==> src/rtl/snn_input_loader.sv <==
// Receives a binary image byte-stream from a UART, unpacks each byte LSB-first
// into a 1-bit pixel RAM, then hands the completed frame to the SNN core.
module snn_input_loader #(
    parameter int unsigned NUM_BYTES = 98,
    parameter int unsigned GAP_CYC   = 26040
) (
    input  logic       clk,
    input  logic       rst,
    input  logic       rx_rdy,
    input  logic [7:0] rx_data,
    output logic       ram_we,
    output logic [9:0] ram_addr,
    output logic       ram_din,
    input  logic       core_busy,
    output logic       core_start,
    output logic       loading,
    output logic       frame_err,
    output logic       overrun
);

    localparam int unsigned GW = (GAP_CYC > 1) ? $clog2(GAP_CYC) : 1;
    localparam logic [GW-1:0] GAP_LAST = GW'(GAP_CYC - 1);
    localparam logic [6:0]    LAST_IDX = 7'(NUM_BYTES - 1);

    typedef enum logic [2:0] {IDLE, UNPACK, WAIT_BYTE, START, WAIT_CORE} state_t;

    state_t        state_q, state_d;
    logic [7:0]    shift_q, shift_d;
    logic [2:0]    bit_cnt_q, bit_cnt_d;
    logic [6:0]    byte_idx_q, byte_idx_d;
    logic [GW-1:0] gap_q, gap_d;
    logic          busy_seen_q, busy_seen_d;
    logic          ram_we_q, ram_we_d;
    logic [9:0]    ram_addr_q, ram_addr_d;
    logic          ram_din_q, ram_din_d;
    logic          core_start_q, core_start_d;
    logic          loading_q, loading_d;
    logic          frame_err_q, frame_err_d;
    logic          overrun_q, overrun_d;
    logic [2:0]    nxt_bit;

    assign nxt_bit = bit_cnt_q + 3'd1;

    always_comb begin
        state_d      = state_q;
        shift_d      = shift_q;
        bit_cnt_d    = bit_cnt_q;
        byte_idx_d   = byte_idx_q;
        gap_d        = gap_q;
        busy_seen_d  = busy_seen_q;
        ram_we_d     = 1'b0;
        ram_addr_d   = ram_addr_q;
        ram_din_d    = ram_din_q;
        core_start_d = 1'b0;
        frame_err_d  = 1'b0;
        overrun_d    = 1'b0;

        case (state_q)
            // Bit 0 is issued on the latching edge so the registered write of
            // bit k lands k+1 cycles after the rx_rdy cycle.
            IDLE, WAIT_BYTE: begin
                if (rx_rdy) begin
                    shift_d    = {1'b0, rx_data[7:1]};
                    bit_cnt_d  = 3'd0;
                    ram_we_d   = 1'b1;
                    ram_din_d  = rx_data[0];
                    ram_addr_d = {byte_idx_q, 3'd0};
                    state_d    = UNPACK;
                end else if (state_q == WAIT_BYTE) begin
                    if (gap_q == GAP_LAST) begin
                        frame_err_d = 1'b1;
                        byte_idx_d  = '0;
                        state_d     = IDLE;
                    end else begin
                        gap_d = gap_q + 1'b1;
                    end
                end
            end
            UNPACK: begin
                overrun_d = rx_rdy;
                if (bit_cnt_q != 3'd7) begin
                    bit_cnt_d  = nxt_bit;
                    ram_we_d   = 1'b1;
                    ram_din_d  = shift_q[0];
                    ram_addr_d = {byte_idx_q, nxt_bit};
                    shift_d    = {1'b0, shift_q[7:1]};
                end else if (byte_idx_q == LAST_IDX) begin
                    byte_idx_d   = '0;
                    core_start_d = 1'b1;
                    state_d      = START;
                end else begin
                    byte_idx_d = byte_idx_q + 7'd1;
                    gap_d      = '0;
                    state_d    = WAIT_BYTE;
                end
            end
            START: begin
                overrun_d   = rx_rdy;
                busy_seen_d = 1'b0;
                state_d     = WAIT_CORE;
            end
            WAIT_CORE: begin
                overrun_d = rx_rdy;
                if (busy_seen_q && !core_busy) begin
                    state_d = IDLE;
                end else if (core_busy) begin
                    busy_seen_d = 1'b1;
                end
            end
            default: state_d = IDLE;
        endcase

        loading_d = (state_d == UNPACK) || (state_d == WAIT_BYTE);
    end

    always_ff @(posedge clk or posedge rst) begin
        if (rst) begin
            state_q      <= IDLE;
            shift_q      <= '0;
            bit_cnt_q    <= '0;
            byte_idx_q   <= '0;
            gap_q        <= '0;
            busy_seen_q  <= 1'b0;
            ram_we_q     <= 1'b0;
            ram_addr_q   <= '0;
            ram_din_q    <= 1'b0;
            core_start_q <= 1'b0;
            loading_q    <= 1'b0;
            frame_err_q  <= 1'b0;
            overrun_q    <= 1'b0;
        end else begin
            state_q      <= state_d;
            shift_q      <= shift_d;
            bit_cnt_q    <= bit_cnt_d;
            byte_idx_q   <= byte_idx_d;
            gap_q        <= gap_d;
            busy_seen_q  <= busy_seen_d;
            ram_we_q     <= ram_we_d;
            ram_addr_q   <= ram_addr_d;
            ram_din_q    <= ram_din_d;
            core_start_q <= core_start_d;
            loading_q    <= loading_d;
            frame_err_q  <= frame_err_d;
            overrun_q    <= overrun_d;
        end
    end

    assign ram_we     = ram_we_q;
    assign ram_addr   = ram_addr_q;
    assign ram_din    = ram_din_q;
    assign core_start = core_start_q;
    assign loading    = loading_q;
    assign frame_err  = frame_err_q;
    assign overrun    = overrun_q;

endmodule
==> config.mk <==
export PLATFORM = sky130hd
export DESIGN_NAME = snn_input_loader
export DESIGN_NICKNAME = d
export VERILOG_FILES = /design/src/rtl/snn_input_loader.sv
export SDC_FILE = /design/constraint.sdc
export NUM_CORES = 1
export LEC_CHECK = 0
export CAP_MARGIN = 20
export CELL_PAD_IN_SITES_DETAIL_PLACEMENT = 1
export CELL_PAD_IN_SITES_GLOBAL_PLACEMENT = 2
export CORE_MARGIN = 2
export CORE_UTILIZATION = 37
export CTS_CLUSTER_SIZE = 16
export DETAILED_ROUTE_END_ITERATION = 8
export GPL_TIMING_DRIVEN = 1
export PLACE_DENSITY = 0.93
export SKIP_CTS_REPAIR_TIMING = 1
export SLEW_MARGIN = 0
export SYNTH_ARGS = -nofsm -noshare
export SYNTH_HDL_FRONTEND = slang
export SYNTH_SLANG_ARGS = --single-unit
==> constraint.sdc <==
create_clock -name clk -period 4.6 [get_ports clk]
set_clock_uncertainty 0.15 [all_clocks]
set_input_delay 0.69 -clock clk [delete_from_list [all_inputs] [get_ports clk]]
set_output_delay 0.69 -clock clk [all_outputs]
set_load 0.005 [all_outputs]
# Word-level counts from Yosys, hierarchy flattened

Index checks and enable logic that the tools add are counted.

Word-level logic and storage cells: 92
Bits in registers: 53

Multiplexer cells: 45
Reduce and logical (&&, ||, !) cells: 12
Add/sub/neg operators: 3
Equality and inequality tests: 19

Operators with widths:

| kind                                          | number |
|---|---|
| two-way mux 15 bit                            | 5 |
| two-way mux 7 bit                             | 5 |
| one-hot mux 15 bit (2 select lines)           | 1 |
| two-way mux 3 bit                             | 7 |
| two-way mux 10 bit                            | 2 |
| inequality test 2 bit, second input constant  | 10 |
| one-hot mux 10 bit (2 select lines)           | 1 |
| two-way mux 8 bit                             | 2 |
| one-hot mux 8 bit (2 select lines)            | 1 |
| adder 15 x 1 -> 15 bit, second input constant | 1 |
| == test 15 bit, second input constant         | 1 |
| two-way mux 1 bit                             | 15 |
| one-hot mux 7 bit (2 select lines)            | 1 |
| one-hot mux 3 bit (4 select lines)            | 1 |
| == test 3 x 2 -> 1 bit, second input constant | 3 |
| adder 7 x 1 -> 7 bit, second input constant   | 1 |
| == test 7 bit, second input constant          | 1 |
| == test 3 x 1 -> 1 bit, second input constant | 2 |
| one-hot mux 1 bit (2 select lines)            | 3 |
| one-hot mux 3 bit (2 select lines)            | 1 |
| AND reduction 3 bit                           | 2 |
| AND reduction 6 bit                           | 1 |
| AND reduction 5 bit                           | 1 |
| nonzero test 2 bit                            | 2 |
| 9 further kinds                               | 9 |

# Depth between registers and ports, before layout

Gate-level depths: netlist of run 1.

Depth in word-level cells: 7
Gate-level depth with buffers: 10

# Worst setup path after synthesis of run 1

OpenSTA, ideal clock, no wires.

Kind: input-to-reg
From: input port rx_rdy
To: register gap_q[7]
Library setup time: 126 ps
Required time: 4324 ps
Stages: 6
Data arrival time: 1910 ps
Path slack: 2414 ps
Cells stage by stage: or3b_1 > a21oi_4 > o31ai_4 > inv_2 > nand2_2 > a221o_1

Cells in the longest elaborated chain, start to end: 2

RTL lines:

| element                                | line | RTL |
|---|---|---|
| start, declared                        | 9    | `input logic rx_rdy,` |
| inequality test 2 bit (no source line) | -    |  |
| AND reduction 6 bit (no source line)   | -    |  |
| end signal, assigned                   | 136  | `gap_q <= gap_d;` |
| end, declared                          | 31   | `logic [GW-1:0] gap_q, gap_d;` |

Every way passes these cells.
A chain may end at the register's enable or synchronous reset.

# Worst setup path in the final report of run 1

From: register byte_idx_q[1]
To: register gap_q[10]

Cells in the longest elaborated chain, start to end: 3

RTL lines:

| element                                | line | RTL |
|---|---|---|
| start, declared                        | 30   | `logic [6:0] byte_idx_q, byte_idx_d;` |
| start signal, assigned                 | 135  | `byte_idx_q <= byte_idx_d;` |
| == test 7 bit                          | 87   | `end else if (byte_idx_q == LAST_IDX) begin` |
| inequality test 2 bit (no source line) | -    |  |
| AND reduction 6 bit (no source line)   | -    |  |

Every way passes these cells.

==> results of run 1 <==
==> sequential cells by signal (all words and copies together) (netlist names) <==
register / count
bit_cnt_q: 2
busy_seen_q: 1
byte_idx_q: 7
core_start: 1
frame_err: 1
gap_q: 15
loading: 1
overrun: 1
ram_addr: 8
ram_din: 1
ram_we: 1
shift_q: 7
state_q: 3
==> metal layers <==
| layer | vias up | global-route usage | part of all wire |
|---|---|---|---|
| li1 | 992 | - | - |
| met1 | 1049 | 0.248 | 0.48 |
| met2 | 24 | 0.304 | 0.49 |
| met3 | 8 | 0.0360 | 0.024 |
| met4 | 0 | 0.0606 | 0.015 |
| met5 | - | 0 | 0 |
==> worst max-delay path by stage <==
stage                                  to  depth (start not counted)  slack (ns)                 startpoint
detailed placement   gap_q[7]$_DFFE_PP0P_                          7        1.68                     rx_rdy
global route        gap_q[10]$_DFFE_PP0P_                          7        1.59  byte_idx_q[1]$_DFFE_PP0P_
finish              gap_q[10]$_DFFE_PP0P_                          7        1.91  byte_idx_q[1]$_DFFE_PP0P_
CTS                 gap_q[10]$_DFFE_PP0P_                          7        1.87  byte_idx_q[1]$_DFFE_PP0P_
global placement     gap_q[7]$_DFFE_PP0P_                          7        1.72                     rx_rdy
floorplan            gap_q[7]$_DFFE_PP0P_                          6        2.41                     rx_rdy
==> cell families after synthesis <==
group                    count (synthesis)  synth area share
flip-flops                              49             0.503
multiplexers                             1           0.00462
AO/OA/AOI/OAI                           68             0.189
AND/OR/NAND/NOR                        120             0.243
buffers and inverters                   20            0.0339
adder cells (fa/ha/maj)                  5            0.0257
==> where the power goes <==
part | internal, mW | switching [mW]
registers | 0.538 | 0.0959
logic | 0.229 | 0.305
clock network | 0.163 | 0.154
total | 0.930 | 0.554
==> Yosys cell counts, drive strengths merged (2+ instances only) <==
cell | count | area share
o41ai | 2 | 0.0072
inv | 9 | 0.014
o21ai | 25 | 0.051
nor3 | 3 | 0.0062
nand2b | 3 | 0.0077
and3 | 7 | 0.018
buf | 6 | 0.012
nand4 | 4 | 0.010
a21oi | 5 | 0.015
nand2 | 55 | 0.087
nor2 | 19 | 0.029
clkbuf | 5 | 0.0077
ha | 5 | 0.026
and2 | 4 | 0.010
or3b | 3 | 0.011
a31oi | 14 | 0.036
o31ai | 10 | 0.036
a41oi | 4 | 0.014
nand3 | 10 | 0.021
nand4bb | 2 | 0.0092
dfrtp | 49 | 0.50
a221o | 2 | 0.0082
nor3b | 2 | 0.0082
==> through the flow <==
stage	cells	instance area (um2)	hold WS, ns
finish	367	2900	0.337
global route	367	2900	0.372
CTS	366	2880	0.344
detailed placement	358	2770	0.320
global placement	358	2770	0.315
floorplan	263	2440	0.297
==> worst max-delay path, stage by stage (launching register included) <==
cell and delay (ns):
dfrtp_1 0.42, inv_1 0.08, ha_1 0.14, nor4b_1 0.47, nand4_1 0.68, a41oi_1 0.45
o21ai_0 0.12, o31ai_1 0.10
==> final cells by class <==
cell class              instances  share of cell area
multi-input cells             194               0.389
clock buffers                   6              0.0250
flip-flops and latches         49               0.423
inverters                       9              0.0116
well taps                      77              0.0332
clock inverters                 2              0.0134
repair buffers                 30               0.105
==> run_results.csv, run 1 <==
group,metric,value,unit
place,place_ws,1.68,ns
die,io_pins,28,
finish,regArea,1230,um2
die,die_area,7250,um2
cts,clock_sinks,49,
timing,hold_violations,0,
min_path,min-delay-start,"shift_q[6]$_DFFE_PP0P_",
worst_setup_path,arrival,2.77,ns
finish,drive_gt1_frac,0.0793,
die,num_rows,29,
synth,synth_edf_count,0,
worst_setup_path,worstSetupStartpointType,"flip-flop",
timing,maxSlewViolCount,0,
synth,postSynthCellCount,263,
drt,wl,6.20,mm
place,hpwl,4.20,mm
die,coreArea,6350,um2
worst_setup_path,cp_max_fo,16,
worst_setup_path,reg2regPathDepth,7,
drt,drt_iter0_markers,72,
finish,final_common_cell,"nand2_1",
drt,ant_nets,0,
global_routing,grt_overflow,0,
drt,wl_per_cell,16.9,um
cts,ctsRootBufferMaster,"clkbuf_8",
worst_setup_path,r2r_start,"byte_idx_q[1]$_DFFE_PP0P_",
pwr,p_per_area,512,nW/um2
timing,finalCritPeriodShare,0.585,
timing,worst_slack,1.91,ns
cts,clk_path_buf_depth,2,
die,die_x,85.2,um
synth,synthArstFlopShare,1.00,
timing,relSlewSlack,0.419,
min_path,hold_depth,2,
cts,cts_buffers,5,
synth,yosys_warnings,0,
die,die_y,85.2,um
cts,cts_tree,"built",
cts,htreeDepth,2,
status,status,"finished clean",
finish,syn2layout_area_growth,19.0,%
cts,clkSlewWorstSetupHoldPaths,0.09,ns
global_routing,grt_max_degree,50,
global_routing,grt_use_total,0.186,
timing,setup_viol,0,
finish,nNetsFinal,306,
pwr,p_leak,1.26,nW
synth,yosys.cell_types.count,45,
place,gp_congestion,0.770,
timing,grt_setup_unrepaired,"no",
timing,worst_slew_pin_slew,0.864,ns
drt,vias,2073,
synth,ys_seq_area_frac,0.503,
finish,final_cell_mix,"nand2_1 (53), dfrtp_1 (49), clkdlybuf4s50_1 (27)",
min_path,worstHoldEndpoint,"shift_q[6]$_DFFE_PP0P_",
worst_setup_path,path_class,"reg -> reg",
place,numPortBuffers,27,
timing,finalCriticalPeriod,2.69,ns
finish,finish.utilization,0.457,
global_routing,antenna_found_initial,0,
finish,num_antenna_cells,0,
global_routing,grt_first_pass_wirelength,10.8,mm
min_path,hold_class,"reg -> reg",
drt,drc,0,
synth,synth_nets,280,
finish,multi_input_area,1130,um2
synth,synthesis.area,2440,um2
drt,vias_per_cell,5.65,
die,start_util,0.384,
synth,ys_seq_elements,49,
worst_setup_path,end_kind,"flip-flop",
pwr,peakVddDrop,275,uV
flow_run,maxCapViolCount,0,
timing,clock.fmax,371,MHz
worst_setup_path,regToRegSetupSlack,1.91,ns
drt,drt_pass1_iterations,4,
cts,clk_latency,0.31,ns
pwr,power,1.48,mW
worst_setup_path,r2r_end,"gap_q[10]$_DFFE_PP0P_",
timing,fin_setup_tns,0,ns
worst_setup_path,cp.required,4.68,ns
finish,nFillCells,726,
global_routing,grt_pass1_vias,2235,
synth,ys.flop_type,"dfrtp_1",
synth,syn_avg_cell_area,9.27,um2
Power figures use the tool's default switching activity.
==> run 2: changes to the inputs <==
CORE_UTILIZATION = 31   (was 37)
PLACE_DENSITY = 0.85   (was 0.93)
clock period = 2.3 ns   (was 4.6 ns; I/O delays follow)
==> run 2 against run 1 <==
Combinational power increased by 150%; setup slack got worse by 1.8 ns; critical path type unchanged; register-to-register slack got worse by 1.8 ns; routed wire length increased by 7.7%; first-iteration DRC count increased by 74%.
==> run_results.csv, run 2 (synthesis results as in run 1) <==
group,metric,value,unit
pwr,p_leak,1.44,nW
pwr,pwr-share-seq,0.396,
timing,setup_viol,0,
worst_setup_path,cp.required,2.37,ns
die,die_area,8590,um2
finish,num_antenna_cells,0,
global_routing,antenna_found_initial,0,
finish,syn2layout_area_growth,31.9,%
finish,nFillCells,909,
worst_setup_path,end_kind,"flip-flop",
timing,finalCriticalPeriod,2.22,ns
finish,largest_register,"gap_q",
die,die_x,92.7,um
finish,largest_reg_flops,15,
drt,drc,0,
pwr,peakVddDrop,417,uV
finish,nNetsFinal,340,
status,status,"finished clean",
die,die_y,92.7,um
flow_run,maxCapViolCount,0,
cts,clock_sinks,49,
worst_setup_path,arrival,2.29,ns
finish,drive_gt1_frac,0.194,
finish,multi_input_area,1140,um2
drt,drt_iter0_markers,125,
drt,ant_nets,0,
finish,regArea,1230,um2
cts,ctsRootBufferMaster,"clkbuf_8",
worst_setup_path,worstSetupStartpointType,"flip-flop",
worst_setup_path,cp_max_fo,6,
die,start_util,0.317,
cts,htreeDepth,2,
min_path,hold_class,"in -> async",
timing,relSlewSlack,0.683,
timing,maxSlewViolCount,0,
timing,clock.fmax,450,MHz
timing,hold_violations,0,
timing,finalCritPeriodShare,0.967,
worst_setup_path,path_class,"reg -> reg",
place,place_ws,-0.00772,ns
place,gp_congestion,0.841,
place,hpwl,4.86,mm
die,coreArea,7690,um2
worst_setup_path,reg2regPathDepth,5,
pwr,p_per_area,954,nW/um2
pwr,clockPowerShare,0.175,
drt,wl_per_cell,15.7,um
drt,wl,6.68,mm
cts,clk_latency,0.32,ns
die,num_rows,32,
drt,vias,2214,
finish,final_cell_mix,"nand2_1 (53), dfrtp_1 (49), buf_4 (32)",
cts,clk_path_buf_depth,2,
finish,final_common_cell,"nand2_1",
global_routing,grt_max_degree,31,
drt,vias_per_cell,5.20,
cts,cts_tree,"built",
timing,worst_slew_pin_slew,0.475,ns
global_routing,grt_overflow,0,
pwr,switching_share,0.379,
pwr,combPwrFrac,0.429,
pwr,intPower,1.90,mW
cts,cts_buffers,5,
pwr,power,3.07,mW
global_routing,grt_use_total,0.167,
cts,clkSlewWorstSetupHoldPaths,0.11,ns
pwr,switching_power,1.16,mW
die,io_pins,28,
global_routing,grt_first_pass_wirelength,11.5,mm
global_routing,grt_pass1_vias,2255,
place,numPortBuffers,27,
timing,worst_slack,0.0768,ns
drt,drt_pass1_iterations,4,
## run 2: cell type report
class,count,share of cell area
sequential,49,0.381
multi-input combinational,194,0.356
timing repair buffer,64,0.184
tap,102,0.0397
clock buffer,5,0.0214
inverter,9,0.0105
clock inverter,3,0.00661
## run 2: metal layers
metal	share of wire	up-vias	GRT usage
met5	0	-	0
met4	0.0090	0	0.0453
met3	0.019	4	0.0244
met2	0.48	24	0.269
met1	0.49	1124	0.237
li1	-	1062	-
## run 2: critical path, cell delays in order (launching register included)
cell       delay [ns]
dfrtp_1          0.42
nand4bb_1        0.19
or4_4            0.58
a221o_2          0.45
buf_4            0.17
o31ai_1          0.18
## run 2: power groups by stage
| stage | clock network, mW | logic [mW] | registers, mW |
|---|---|---|---|
| after global routing | 0.578 | 1.49 | 1.25 |
| after detailed placement | 0 | 1.28 | 1.24 |
| after global placement | 0 | 1.23 | 1.23 |
| after CTS | 0.545 | 1.29 | 1.22 |
| after floorplan | 0 | 0.716 | 1.23 |
| final | 0.537 | 1.32 | 1.21 |
## run 2: path summary, 6_finish.rpt
kind,start,end,slack (ns)
min in group clk,shift_q[6]$_DFFE_PP0P_,shift_q[6]$_DFFE_PP0P_,0.34
max reg2reg,gap_q[12]$_DFFE_PP0P_,byte_idx_q[1]$_DFFE_PP0P_,0.08
min reg2reg,shift_q[6]$_DFFE_PP0P_,shift_q[6]$_DFFE_PP0P_,0.34
max,gap_q[12]$_DFFE_PP0P_,byte_idx_q[1]$_DFFE_PP0P_,0.08
max in group asynchronous,rst,gap_q[8]$_DFFE_PP0P_,1.25
min,rst,bit_cnt_q[0]$_DFFE_PP0P_,0.20
## run 2: per-stage QoR
step	hold slack [ns]	instances	utilization	area, um2	TNS (ns)
floorplan	0.297	263	-	2440	0
global placement	0.313	409	0.393	3020	0
detailed placement	0.321	409	0.393	3020	-0.00772
CTS	0.228	417	0.405	3110	-0.00185
global route	0.245	426	0.418	3220	-0.0117
finish	0.203	426	0.418	3220	0
